[src/rtl/hazard_scoreboard.sv]
// hazard_scoreboard
//
// Decides when the instruction in ID must be held. It tracks the destination of
// the single multicycle execution unit (DIV/REM, FDIV, FSQRT) in integer and FP
// pending-bit vectors. It raises the ID stall for load-use, multicycle RAW/WAW
// and multicycle structural hazards. It sequences the multicycle unit with a
// latency counter and announces that unit's writeback.
//
// Ports
//   clk, rst                 clock, asynchronous active-low reset
//   ID_*                     instruction currently in ID (sources, uses, dests, kind)
//   EX_*                     instruction currently in EX (load flag, dests)
//   flush                    squash the ID instruction (blocks issue only)
//   stall, stall_cause       combinational hold request and its priority-encoded cause
//                            (00 none, 01 load-use, 10 multicycle RAW/WAW, 11 structural)
//   mc_busy, mc_done         multicycle unit busy / one-cycle writeback pulse
//   mc_rd_addr, mc_fp        destination of the in-flight or completing op
module hazard_scoreboard #(
    parameter int unsigned MC_LAT = 4
) (
    input  logic       clk,
    input  logic       rst,
    input  logic       ID_valid,
    input  logic [4:0] ID_rs1_addr,
    input  logic [4:0] ID_rs2_addr,
    input  logic [4:0] ID_frs1_addr,
    input  logic [4:0] ID_frs2_addr,
    input  logic       ID_use_rs1,
    input  logic       ID_use_rs2,
    input  logic       ID_use_frs1,
    input  logic       ID_use_frs2,
    input  logic       ID_regwrite,
    input  logic       ID_fp_regwrite,
    input  logic [4:0] ID_rd_addr,
    input  logic [4:0] ID_frd_addr,
    input  logic       ID_multicycle,
    input  logic       EX_mem_read,
    input  logic       EX_regwrite,
    input  logic       EX_fp_regwrite,
    input  logic [4:0] EX_rd_addr,
    input  logic [4:0] EX_frd_addr,
    input  logic       flush,
    output logic       stall,
    output logic [1:0] stall_cause,
    output logic       mc_busy,
    output logic       mc_done,
    output logic [4:0] mc_rd_addr,
    output logic       mc_fp
);

    typedef enum logic [1:0] {StIdle, StBusy, StDone} state_e;

    state_e      state_q, state_d;
    logic [3:0]  cnt_q, cnt_d;
    logic [31:0] pend_int_q, pend_int_d;
    logic [31:0] pend_fp_q, pend_fp_d;
    // Latched destination of the multicycle op; both files kept so clearing is exact.
    logic [4:0]  lat_rd_q, lat_rd_d;
    logic [4:0]  lat_frd_q, lat_frd_d;
    logic        lat_int_q, lat_int_d;
    logic        lat_fp_q, lat_fp_d;

    logic        chk;
    logic        issue;
    logic        issue_mc;
    logic        in_done;
    logic [31:0] cmp_int, cmp_fp;
    logic [31:0] eff_int, eff_fp;
    logic [31:0] set_int, set_fp;
    logic        lu_haz, mc_haz, st_haz;
    logic        lu_int, lu_fp;
    logic        raw_int, raw_fp, waw_int, waw_fp;

    localparam logic [3:0] CntLoad = 4'(MC_LAT - 1);

    assign chk      = ID_valid & ~flush;
    assign issue    = ID_valid & ~stall & ~flush;
    assign issue_mc = issue & ID_multicycle;
    assign in_done  = (state_q == StDone);

    // The completing register is masked out: WB forwarding supplies it this cycle.
    assign cmp_int = (in_done && lat_int_q) ? (32'd1 << lat_rd_q)  : 32'd0;
    assign cmp_fp  = (in_done && lat_fp_q)  ? (32'd1 << lat_frd_q) : 32'd0;
    assign eff_int = pend_int_q & ~cmp_int;
    assign eff_fp  = pend_fp_q & ~cmp_fp;

    assign set_int = (issue_mc && ID_regwrite && ID_rd_addr != 5'd0) ?
                     (32'd1 << ID_rd_addr) : 32'd0;
    assign set_fp  = (issue_mc && ID_fp_regwrite) ? (32'd1 << ID_frd_addr) : 32'd0;

    // Hazard detection
    assign lu_int = EX_mem_read & EX_regwrite & (EX_rd_addr != 5'd0) &
                    ((ID_use_rs1 & (ID_rs1_addr == EX_rd_addr)) |
                     (ID_use_rs2 & (ID_rs2_addr == EX_rd_addr)));
    assign lu_fp  = EX_mem_read & EX_fp_regwrite &
                    ((ID_use_frs1 & (ID_frs1_addr == EX_frd_addr)) |
                     (ID_use_frs2 & (ID_frs2_addr == EX_frd_addr)));

    assign raw_int = (ID_use_rs1 & (ID_rs1_addr != 5'd0) & eff_int[ID_rs1_addr]) |
                     (ID_use_rs2 & (ID_rs2_addr != 5'd0) & eff_int[ID_rs2_addr]);
    assign raw_fp  = (ID_use_frs1 & eff_fp[ID_frs1_addr]) |
                     (ID_use_frs2 & eff_fp[ID_frs2_addr]);
    assign waw_int = ID_regwrite & (ID_rd_addr != 5'd0) & eff_int[ID_rd_addr];
    assign waw_fp  = ID_fp_regwrite & eff_fp[ID_frd_addr];

    assign lu_haz = chk & (lu_int | lu_fp);
    assign mc_haz = chk & (raw_int | raw_fp | waw_int | waw_fp);
    assign st_haz = chk & ID_multicycle & (state_q == StBusy);

    always_comb begin
        stall       = lu_haz | mc_haz | st_haz;
        stall_cause = 2'b00;
        if (lu_haz) begin
            stall_cause = 2'b01;
        end else if (mc_haz) begin
            stall_cause = 2'b10;
        end else if (st_haz) begin
            stall_cause = 2'b11;
        end
    end

    // Next-state logic
    always_comb begin
        state_d    = state_q;
        cnt_d      = cnt_q;
        lat_rd_d   = lat_rd_q;
        lat_frd_d  = lat_frd_q;
        lat_int_d  = lat_int_q;
        lat_fp_d   = lat_fp_q;
        // Clear of the completing bit and set of a new issue; set wins on a collision.
        pend_int_d = (pend_int_q & ~cmp_int) | set_int;
        pend_fp_d  = (pend_fp_q & ~cmp_fp) | set_fp;

        unique case (state_q)
            StIdle: begin
                if (issue_mc) begin
                    state_d = StBusy;
                    cnt_d   = CntLoad;
                end
            end
            StBusy: begin
                if (cnt_q != 4'd0) begin
                    cnt_d = cnt_q - 4'd1;
                end else begin
                    state_d = StDone;
                end
            end
            StDone: begin
                if (issue_mc) begin
                    state_d = StBusy;
                    cnt_d   = CntLoad;
                end else begin
                    state_d = StIdle;
                end
            end
            default: begin
                state_d = StIdle;
                cnt_d   = 4'd0;
            end
        endcase

        if (issue_mc) begin
            lat_rd_d  = ID_rd_addr;
            lat_frd_d = ID_frd_addr;
            lat_int_d = ID_regwrite & (ID_rd_addr != 5'd0);
            lat_fp_d  = ID_fp_regwrite;
        end
    end

    always_ff @(posedge clk or negedge rst) begin
        if (!rst) begin
            state_q    <= StIdle;
            cnt_q      <= 4'd0;
            pend_int_q <= 32'd0;
            pend_fp_q  <= 32'd0;
            lat_rd_q   <= 5'd0;
            lat_frd_q  <= 5'd0;
            lat_int_q  <= 1'b0;
            lat_fp_q   <= 1'b0;
        end else begin
            state_q    <= state_d;
            cnt_q      <= cnt_d;
            pend_int_q <= pend_int_d;
            pend_fp_q  <= pend_fp_d;
            lat_rd_q   <= lat_rd_d;
            lat_frd_q  <= lat_frd_d;
            lat_int_q  <= lat_int_d;
            lat_fp_q   <= lat_fp_d;
        end
    end

    assign mc_busy    = (state_q == StBusy);
    assign mc_done    = in_done;
    assign mc_fp      = lat_fp_q;
    assign mc_rd_addr = lat_fp_q ? lat_frd_q : lat_rd_q;

endmodule

[config.mk]
export PLATFORM = sky130hd
export DESIGN_NAME = hazard_scoreboard
export DESIGN_NICKNAME = d
export VERILOG_FILES = /design/src/rtl/hazard_scoreboard.sv
export SDC_FILE = /design/constraint.sdc
export NUM_CORES = 1
export LEC_CHECK = 0
export CAP_MARGIN = 20
export CORE_MARGIN = 2
export CORE_UTILIZATION = 43
export DETAILED_ROUTE_END_ITERATION = 10
export PLACE_DENSITY = 0.72
export SLEW_MARGIN = 20
export SYNTH_ARGS = -nofsm -noshare
export SYNTH_HDL_FRONTEND = slang
export SYNTH_SLANG_ARGS = --single-unit
[constraint.sdc]
create_clock -name clk -period 3.4 [get_ports clk]
set_clock_uncertainty 0.1 [all_clocks]
set_input_delay 0.34 -clock clk [delete_from_list [all_inputs] [get_ports clk]]
set_output_delay 0.34 -clock clk [all_outputs]
set_load 0.01 [all_outputs]
==> impl_metrics.env, run 1 <==
export IMPL_wl_um=29200
export IMPL_synth_area_um2=6650
export IMPL_slowest_stage="dfrtp_2"
export IMPL_setup_ws_ns=-0.255
export IMPL_cp_max_fo=15
export IMPL_layout_drive_gt1_share_pct=48.3
export IMPL_hold_path_class="reg -> reg"
export IMPL_max_vdd_ir_drop_uv=337
export IMPL_synth_flop_cell="dfrtp_1"
export IMPL_numPortBuffers=64
export IMPL_drv_slew=0
export IMPL_cts_buffers=9
export IMPL_yosysTopAreaCell="dfrtp_1"
export IMPL_crit_arrival_ns=3.79
export IMPL_path_cells="buf_12, nand4bb_1, o21ai_1, buf_4, buf_4, o22ai_1, o21a_1, a21oi_2, o21ai_2, a211oi_2, buf_4, buf_4, nand3_4, buf_12, buf_16, mux2_4"
export IMPL_synth_nets=792
export IMPL_synth_seq_area_share_pct=30.9
export IMPL_cts_tree="built"
export IMPL_tightestPinTransition_ns=0.838
export IMPL_ys_ff_latch=82
export IMPL_grt_max_degree=83
export IMPL_die_w_um=128
export IMPL_vias_per_cell=6.48
export IMPL_synth_edf_count=0
export IMPL_fmax_mhz=274
export IMPL_leakage_nw=4.24
export IMPL_fin_crit_ns=3.65
export IMPL_timing_hold_ws_ns=0.446
export IMPL_area_growth_pct=63.7
export IMPL_clk_pin_slew_ns=0.07
export IMPL_violations="setup timing"
export IMPL_finalCritPeriodShare_pct=107
export IMPL_post_route_util_pct=71.9
export IMPL_dp_cells=1159
export IMPL_ys_top_cells_by_area="dfrtp_1 31%, o31ai_1 12%, mux4_2 4.4%"
export IMPL_fin_area_um2=10900
export IMPL_slew_headroom_pct=44.2
export IMPL_clk_latency_ns=0.35
export IMPL_grt_pass1_vias=7543
export IMPL_drtAntennaViolNets=0
export IMPL_outcome="finished, violations left"
export IMPL_vias=7746
export IMPL_max_stage_delay_ns=0.47
export IMPL_hold_viol_final=0
export IMPL_first_pass_iters=6
export IMPL_powerDensity_nw_per_um2=308
export IMPL_synth_cell_types=75
export IMPL_yosys_warnings=0
export IMPL_ctsLongestPathBuffers=2
export IMPL_async_flop_share_pct=100
export IMPL_clock_sinks=82
export IMPL_maxCapViolCount=0
export IMPL_hpwl_um=21100
export IMPL_detail_route_iter0_violations=938
export IMPL_grt_overflow_total=0
export IMPL_antenna_found_initial=0
export IMPL_num_rows=45
export IMPL_setup_viol=83
export IMPL_start_kind="flop"
export IMPL_syn_inst=736
export IMPL_synth_top_area_share_pct=30.9
export IMPL_diodes=0
export IMPL_core_area_um2=15100
export IMPL_gp_congestion=0.993
export IMPL_grt_usage_pct=34.9
export IMPL_avgSynthCellArea_um2=9.04
export IMPL_htree_levels=3
export IMPL_rsz0062_at_grt="true"
export IMPL_nFillCells=1122
export IMPL_crit_type="reg -> reg"
export IMPL_nNetsFinal=1058
export IMPL_root_buffer="clkbuf_16"
export IMPL_die_area_um2=16500
export IMPL_tns_ns=-16.14
export IMPL_die_y_um=128
export IMPL_initial_utilization_pct=43.9
export IMPL_finalNonFillerCells=1195
export IMPL_post_place_ws_ns=-0.542
export IMPL_route_detailed_drc=0
export IMPL_avgRoutedWirePerCell_um=24.5
export IMPL_cp_end_kind="flop"
export IMPL_grt_pass1_wl_um=43900
export IMPL_worstPathRequired_ns=3.53
export IMPL_path_common_cell="buf_4"
export IMPL_placed_area_um2=9130
export IMPL_total_power_mw=3.35
export IMPL_ios=65
routing by layer:
layer,wire length (µm),track usage (%)
met5,0,0
met2,12700,50.6
met4,455,7.95
met3,3030,9.48
met1,13000,52.0
registers in the layout, indices dropped and copies added (netlist names):
name	cells
state_q	2
lat_frd_q	5
cnt_q	4
pend_int_q	32
pend_fp_q	32
lat_int_q	1
mc_fp	1
lat_rd_q	5
kinds of logic (layout without fill, tap and decap cells):
kind of cell,count (synthesis),after routing,synth area share [%]
DFF,82,82,30.9
adders and majority gates,2,2,0.376
and+or+nand+nor,206,206,17.8
AOI/OAI and AO/OA,269,269,29.8
xor gates and xnor gates,23,23,3.03
buffers and inverters,96,367,6.06
muxes,58,58,12.2
worst paths after layout:
path | start | endpoint | slack, ns | cells past startpoint
hold / removal | pend_int_q[14] | pend_int_q[14] | 0.45 | 2
max in group asynchronous | rst | lat_frd_q[0] | 2.11 | 2
min in group asynchronous | rst | pend_int_q[28] | 0.52 | 2
hold reg to reg | pend_int_q[14] | pend_int_q[14] | 0.45 | 2
setup reg to reg | lat_rd_q[4] | lat_frd_q[1] | -0.25 | 16
setup / recovery | lat_rd_q[4] | lat_frd_q[1] | -0.25 | 16
layout by cell type (no fill, tap or decap), types with 6 or more instances in the layout:
cell type	netlist	layout
o31a_1	9	9
clkdlybuf4s50_1	0	60
nand2b_1	24	17
nand4_1	7	7
o211ai_1	14	14
o41ai_1	10	6
mux4_2	13	13
o21ai_2	0	10
o31ai_4	0	30
o21ai_0	25	21
inv_1	20	20
buf_6	2	18
nor2_1	33	33
o31ai_2	1	54
mux2_4	11	12
or2_2	7	6
nor2b_1	15	15
nand4b_1	9	9
nand2_1	43	40
clkbuf_16	0	9
o22ai_1	15	15
o21ai_1	16	9
buf_12	0	10
buf_4	0	233
dfrtp_1	82	72
nand3_1	17	15
a21oi_1	16	13
o31ai_1	102	19
dfrtp_2	0	10
mux2i_1	25	25
xor2_1	17	17
nor3b_1	6	6
mux2_2	8	8
repair_timing:
item                                    CTS  global route
gates resized for setup                 180            73
pin swaps                                30            17
buffers inserted                         11             6
hold buffers                              0             1
endpoints found under the hold margin     0            14
cloned                                    3             0
endpoints found under the setup margin   81            83
report_power, final:
part | internal, mW | leakage [nW] | switching (mW) | total (mW)
combinational | 0.579 | 3.30 | 0.639 | 1.22
clock | 0.591 | 0.149 | 0.432 | 1.02
sequential | 1.03 | 0.788 | 0.0824 | 1.11
total | 2.20 | 4.24 | 1.15 | 3.35
cell usage after synthesis (5+ instances only):
cell type,count
o31ai_1,102
dfrtp_1,82
clkbuf_1,43
nand2_1,43
nor2_1,33
mux2i_1,25
o21ai_0,25
nand2b_1,24
buf_2,22
inv_1,20
nand3_1,17
xor2_1,17
a21oi_1,16
o21ai_1,16
nor2b_1,15
o22ai_1,15
o211ai_1,14
mux4_2,13
mux2_4,11
o41ai_1,10
buf_1,9
nand4b_1,9
o31a_1,9
mux2_2,8
nand4_1,7
or2_2,7
a31oi_1,6
nor3b_1,6
xnor2_1,6
and3_1,5
nor4_1,5
o211a_1,5
o311ai_0,5
cell type report:
class	count	area [µm²]	area share (%)
Multi-Input combinational cell	558	5310	48.8
Timing Repair Buffer	331	2900	26.6
Sequential cell	82	2060	19.0
Clock buffer	10	239	2.19
Tap cell	188	235	2.16
Inverter	20	75.1	0.689
Clock inverter	6	65.1	0.598
critical path, delay by kind of cell, from the launching register on:
kind / cells / cell delay, ns
buffers and inverters: 7 / 1.13
AO/OA/AOI/OAI: 6 / 1.11
AND/OR/NAND/NOR: 2 / 0.44
multiplexers: 1 / 0.30
flip-flops: 1 / 0.47
Note: power is estimated with default switching activity, not from simulation.
==> run 2, diff against run 1 <==
ABC_AREA = 1   (was not set)
CELL_PAD_IN_SITES_DETAIL_PLACEMENT = 1   (was not set)
CELL_PAD_IN_SITES_GLOBAL_PLACEMENT = 1   (was not set)
CORE_UTILIZATION = 41   (was 43)
PLACE_DENSITY = 0.9   (was 0.72)
==> impl_metrics.env, run 2 <==
export IMPL_ios=65
export IMPL_total_power_mw=5.07
export IMPL_antenna_found_initial=0
export IMPL_post_place_ws_ns=-0.229
export IMPL_crit_type="reg -> out"
export IMPL_setup_ws_ns=-0.324
export IMPL_synth_edf_count=0
export IMPL_async_flop_share_pct=100
export IMPL_synthTopCellsByCount="357 x nand2_1, 206 x nand3_1, 103 x nor2_1"
export IMPL_violations="setup timing"
export IMPL_tightestPinTransition_ns=0.584
export IMPL_synth_top_area_share_pct=30.4
export IMPL_setup_viol=74
export IMPL_worstPathRequired_ns=2.96
export IMPL_wl_um=38300
export IMPL_synth_seq_area_share_pct=30.4
export IMPL_leakage_nw=4.08
export IMPL_diodes=0
export IMPL_num_rows=46
export IMPL_die_y_um=132
export IMPL_final_cell_mix="327 x nand2_1, 196 x nand3_1, 100 x buf_4"
export IMPL_syn_inst=1069
export IMPL_max_vdd_ir_drop_uv=312
export IMPL_vias=9701
export IMPL_yosys_warnings=0
export IMPL_grt_pass1_wl_um=52800
export IMPL_fin_crit_ns=3.72
export IMPL_avgSynthCellArea_um2=6.31
export IMPL_cp_max_fo=4
export IMPL_hold_path_class="in -> async"
export IMPL_hpwl_um=22300
export IMPL_die_w_um=132
export IMPL_hold_viol_final=0
export IMPL_synth_cell_types=40
export IMPL_dp_cells=1378
export IMPL_start_kind="flop"
export IMPL_maxCapViolCount=0
export IMPL_grt_max_degree=31
export IMPL_clock_sinks=82
export IMPL_area_growth_pct=34.5
export IMPL_synth_most_common_cell="nand2_1"
export IMPL_cts_buffers=9
export IMPL_ys_top_cells_by_area="dfrtp_1 30%, nand2_1 20%, nand3_1 15%"
export IMPL_finalCritPeriodShare_pct=110
export IMPL_htree_levels=3
export IMPL_rr_startpoint="lat_rd_q[4]"
export IMPL_layout_drive_gt1_share_pct=24.5
export IMPL_rsz0062_at_grt="true"
export IMPL_nNetsFinal=1269
export IMPL_fmax_mhz=269
export IMPL_ys_ff_latch=82
export IMPL_cp_end_kind="output port"
export IMPL_crit_reg2reg_capture="pend_int_q[16]"
export IMPL_detail_route_iter0_violations=1442
export IMPL_finalNonFillerCells=1434
export IMPL_grt_overflow_total=0
export IMPL_initial_utilization_pct=42.1
export IMPL_ctsLongestPathBuffers=2
export IMPL_synth_nets=1125
export IMPL_synth_area_um2=6740
export IMPL_clk_latency_ns=0.37
export IMPL_outcome="finished, violations left"
export IMPL_core_area_um2=16000
export IMPL_die_area_um2=17500
export IMPL_first_pass_iters=6
export IMPL_powerDensity_nw_per_um2=559
export IMPL_route_detailed_drc=0
export IMPL_crit_arrival_ns=3.28
export IMPL_r2r_cells=17
export IMPL_layout_commonest_cell="nand2_1"
export IMPL_drv_slew=0
export IMPL_ff2ff_setup_slack_ns=-0.30
export IMPL_drtAntennaViolNets=0
export IMPL_synth_flop_cell="dfrtp_1"
export IMPL_slew_headroom_pct=60.8
export IMPL_gp_congestion=0.928
export IMPL_grt_pass1_vias=9616
export IMPL_yosysTopAreaCell="dfrtp_1"
export IMPL_avgRoutedWirePerCell_um=26.7
export IMPL_numPortBuffers=64
export IMPL_clk_pin_slew_ns=0.07
export IMPL_root_buffer="clkbuf_16"
export IMPL_top_regs="pend_fp_q (32), pend_int_q (32)"
export IMPL_cts_tree="built"
export IMPL_vias_per_cell=6.76
export IMPL_grt_usage_pct=38.2
run 2: cell count changes after synthesis, moves of 20 or more:
cell / change
o31ai_1: -102
inv_1: +45
mux2i_1: -25
nand2b_1: -24
nor2_1: +70
nand2_1: +314
o21ai_0: +20
o21ai_2: +48
nand3_1: +189
run 2: worst max-delay path, stage by stage (launching register included):
cell	delay [ns]
dfrtp_1	0.48
inv_2	0.18
nor2_4	0.07
buf_4	0.15
nand2_1	0.10
nand2_2	0.10
nand2_1	0.14
nand4_1	0.30
nand3_1	0.23
nand2_1	0.11
nand2_1	0.09
nand3_1	0.17
nand2_1	0.14
inv_1	0.06
nand2_2	0.12
nand2_4	0.08
a21boi_0	0.21
clkbuf_2	0.19
run 2: logic make-up after synthesis:
group	after synthesis	synth area share (%)
flip-flops	82	30.4
XOR/XNOR	7	0.909
AO/OA/AOI/OAI	146	14.5
adder cells (fa/ha/maj)	2	0.371
AND/OR/NAND/NOR	711	46.2
buffers and inverters	121	7.63
run 2: worst max-delay path by stage:
stage / from / endpoint / slack, ns / cells after the start
floorplan: state_q[0] / pend_int_q[10] / 0.84 / 21
global placement: ID_rd_addr[0] / stall_cause[1] / -0.11 / 15
global route: lat_rd_q[0] / stall_cause[1] / -0.30 / 18
finish: lat_rd_q[4] / stall_cause[1] / -0.32 / 17
detailed placement: ID_rd_addr[0] / stall_cause[1] / -0.23 / 15
CTS: lat_frd_q[1] / stall / 0.003 / 19
run 2: what timing repair did:
| item | CTS | global route |
|---|---|---|
| resized for setup | 74 | 66 |
| buffers inserted | 16 | 22 |
| endpoints found under the setup margin | 62 | 50 |
| gates cloned | 1 | 0 |
| hold endpoints to repair | 22 | 0 |
| hold buffers | 1 | 0 |
| pin swaps | 6 | 21 |
run 2: routing by layer:
| layer | vias to the layer above | part of all wire, % | global-route usage (%) | wire length [µm] |
|---|---|---|---|---|
| li1 | 3832 | - | - | - |
| met1 | 4631 | 35 | 42.3 | 13300 |
| met2 | 887 | 46 | 64.7 | 17500 |
| met3 | 351 | 10 | 8.54 | 3840 |
| met4 | 0 | 9.7 | 27.1 | 3720 |
| met5 | - | 0 | 0 | 0 |
run 2: area by class of cell:
type	instances	area [µm²]
Tap cell	216	270
Multi-Input combinational cell	867	4530
Clock buffer	9	225
Timing Repair Buffer	177	1620
Inverter	76	302
Clock inverter	7	56.3
Sequential cell	82	2060
Fill cell	2129	6930
run 2: power by group:
part | internal (mW) | switching (mW) | total [mW]
sequential | 1.20 | 0.318 | 1.52
clock | 0.509 | 0.512 | 1.02
combinational | 0.938 | 1.59 | 2.53
total | 2.65 | 2.42 | 5.07
run 2: metrics by stage:
step | util, % | area (µm²) | hold slack, ns | setup TNS (ns)
after detailed placement | 50.5 | 8080 | 0.179 | -0.527
after global routing | 56.7 | 9070 | 0.374 | -9.87
after floorplan | - | 6740 | -0.0556 | 0
after CTS | 54.4 | 8700 | 0.341 | 0
final | 56.7 | 9070 | 0.336 | -8.68
after global placement | 50.5 | 8080 | 0.170 | -0.125
==> run 3, diff against run 2 <==
CORE_MARGIN = not set   (was 2)
SLEW_MARGIN = 0   (was 20)
==> impl_metrics.env, run 3 (synthesis gave the netlist of run 2 again) <==
export IMPL_outcome="finished, violations left"
export IMPL_violations="setup timing"
export IMPL_slowest_stage="o21ai_0"
export IMPL_slew_headroom_pct=59.2
export IMPL_setup_ws_ns=-0.798
export IMPL_ctsLongestPathBuffers=2
export IMPL_area_growth_pct=31.6
export IMPL_vias=9275
export IMPL_dp_cells=1375
export IMPL_worstPathRequired_ns=3.50
export IMPL_drtAntennaViolNets=0
export IMPL_final_cell_mix="342 x nand2_1, 194 x nand3_1, 86 x nor2_1"
export IMPL_crit_family="simple AND/OR/NAND/NOR gates"
export IMPL_top_regs="pend_fp_q (32), pend_int_q (32)"
export IMPL_layout_drive_gt1_share_pct=21.0
export IMPL_root_buffer="clkbuf_16"
export IMPL_crit_type="reg -> reg"
export IMPL_max_vdd_ir_drop_uv=254
export IMPL_clk_pin_slew_ns=0.08
export IMPL_cts_tree="built"
export IMPL_finalNonFillerCells=1419
export IMPL_numPortBuffers=64
export IMPL_htree_levels=3
export IMPL_finalCritPeriodShare_pct=123
export IMPL_hold_path_class="in -> async"
export IMPL_post_place_ws_ns=-0.113
export IMPL_num_rows=46
export IMPL_timing_hold_ws_ns=0.429
export IMPL_cts_buffers=9
export IMPL_wl_um=36100
export IMPL_cp_end_kind="flop"
export IMPL_first_pass_iters=5
export IMPL_tns_ns=-26.34
export IMPL_max_stage_delay_ns=0.53
export IMPL_tightestPinTransition_ns=0.613
export IMPL_core_area_um2=15900
export IMPL_route_detailed_drc=0
export IMPL_nNetsFinal=1254
export IMPL_nFillCells=2112
export IMPL_hold_viol_final=0
export IMPL_clk_latency_ns=0.37
export IMPL_hpwl_um=22000
export IMPL_vias_per_cell=6.54
export IMPL_initial_utilization_pct=42.3
export IMPL_start_kind="flop"
export IMPL_die_area_um2=17000
export IMPL_grt_max_degree=44
export IMPL_post_route_util_pct=55.7
export IMPL_avgRoutedWirePerCell_um=25.4
export IMPL_die_y_um=130
export IMPL_setup_viol=83
export IMPL_antenna_found_initial=2
export IMPL_grt_overflow_total=0
export IMPL_crit_arrival_ns=4.30
export IMPL_clock_sinks=82
export IMPL_fmax_mhz=238
export IMPL_drv_slew=0
export IMPL_grt_pass1_wl_um=47300
export IMPL_fin_crit_ns=4.20
export IMPL_layout_commonest_cell="nand2_1"
export IMPL_detail_route_iter0_violations=1102
export IMPL_gp_congestion=0.909
export IMPL_leakage_nw=4.00
export IMPL_ios=65
export IMPL_maxCapViolCount=0
export IMPL_grt_usage_pct=36.6
export IMPL_cp_max_fo=7
export IMPL_path_cells="buf_4, nand3_1, nor2_1, nand2_1, nand3_1, nand3_1, nand3b_1, nand2_1, nand2_1, nand3_1, nand3_1, nand2_1, nor2_2, nand2_2, nand2_4, nand3_4, nor2_8, buf_4, nand2_1, o21ai_0"
export IMPL_critPathBufInv=2
export IMPL_die_w_um=130
export IMPL_grt_pass1_vias=9149
export IMPL_powerDensity_nw_per_um2=554
## run 3: per-layer routing
metal / vias up / global-route usage [%] / share of wire, %
li1: 3813 / - / -
met1: 4424 / 40.5 / 34
met2: 737 / 64.4 / 47
met3: 299 / 5.95 / 9.5
met4: 2 / 25.2 / 9.2
met5: - / 0 / 0.030
## run 3: stage by stage
step	total power [mW]	area, µm²
floorplan	2.38	6740
global placement	3.08	8040
detailed placement	3.18	8040
CTS	4.31	8470
global route	5.06	8870
finish	4.91	8870
## run 3: final cells by class
type / count / area, µm² / area share, %
antenna: 1 / 2.50 / 0.0282
clock buffer: 11 / 243 / 2.74
clock inverter: 4 / 51.3 / 0.578
inverter: 76 / 295 / 3.33
multi-input combinational: 867 / 4450 / 50.1
sequential: 82 / 2060 / 23.3
tap: 216 / 270 / 3.05
timing repair buffer: 162 / 1500 / 16.9
## run 3: path summary, 6_finish.rpt
check,start,to,slack [ns],depth (start not counted)
hold reg to reg,pend_int_q[10],pend_int_q[10],0.46,2
setup reg to reg,lat_rd_q[1],pend_int_q[16],-0.80,20
hold / removal,rst,pend_int_q[28],0.43,2
setup / recovery,lat_rd_q[1],pend_int_q[16],-0.80,20
max in group asynchronous,rst,state_q[0],2.00,3
min in group clk,pend_int_q[10],pend_int_q[10],0.46,2
## run 3: where the power goes
part	total (mW)	switching [mW]	leakage (nW)	internal (mW)
clock	1.06	0.470	0.142	0.588
sequential	1.52	0.320	0.797	1.20
combinational	2.33	1.47	3.06	0.865
total	4.91	2.26	4.00	2.65
## run 3: timing repair
item | in CTS | in global routing
buffers inserted | 5 | 21
hold buffers | 1 | 0
cloned | 1 | 0
endpoints found under the setup margin | 8 | 28
gates resized for setup | 34 | 67
pin swaps | 3 | 20
endpoints found under the hold margin | 41 | 0
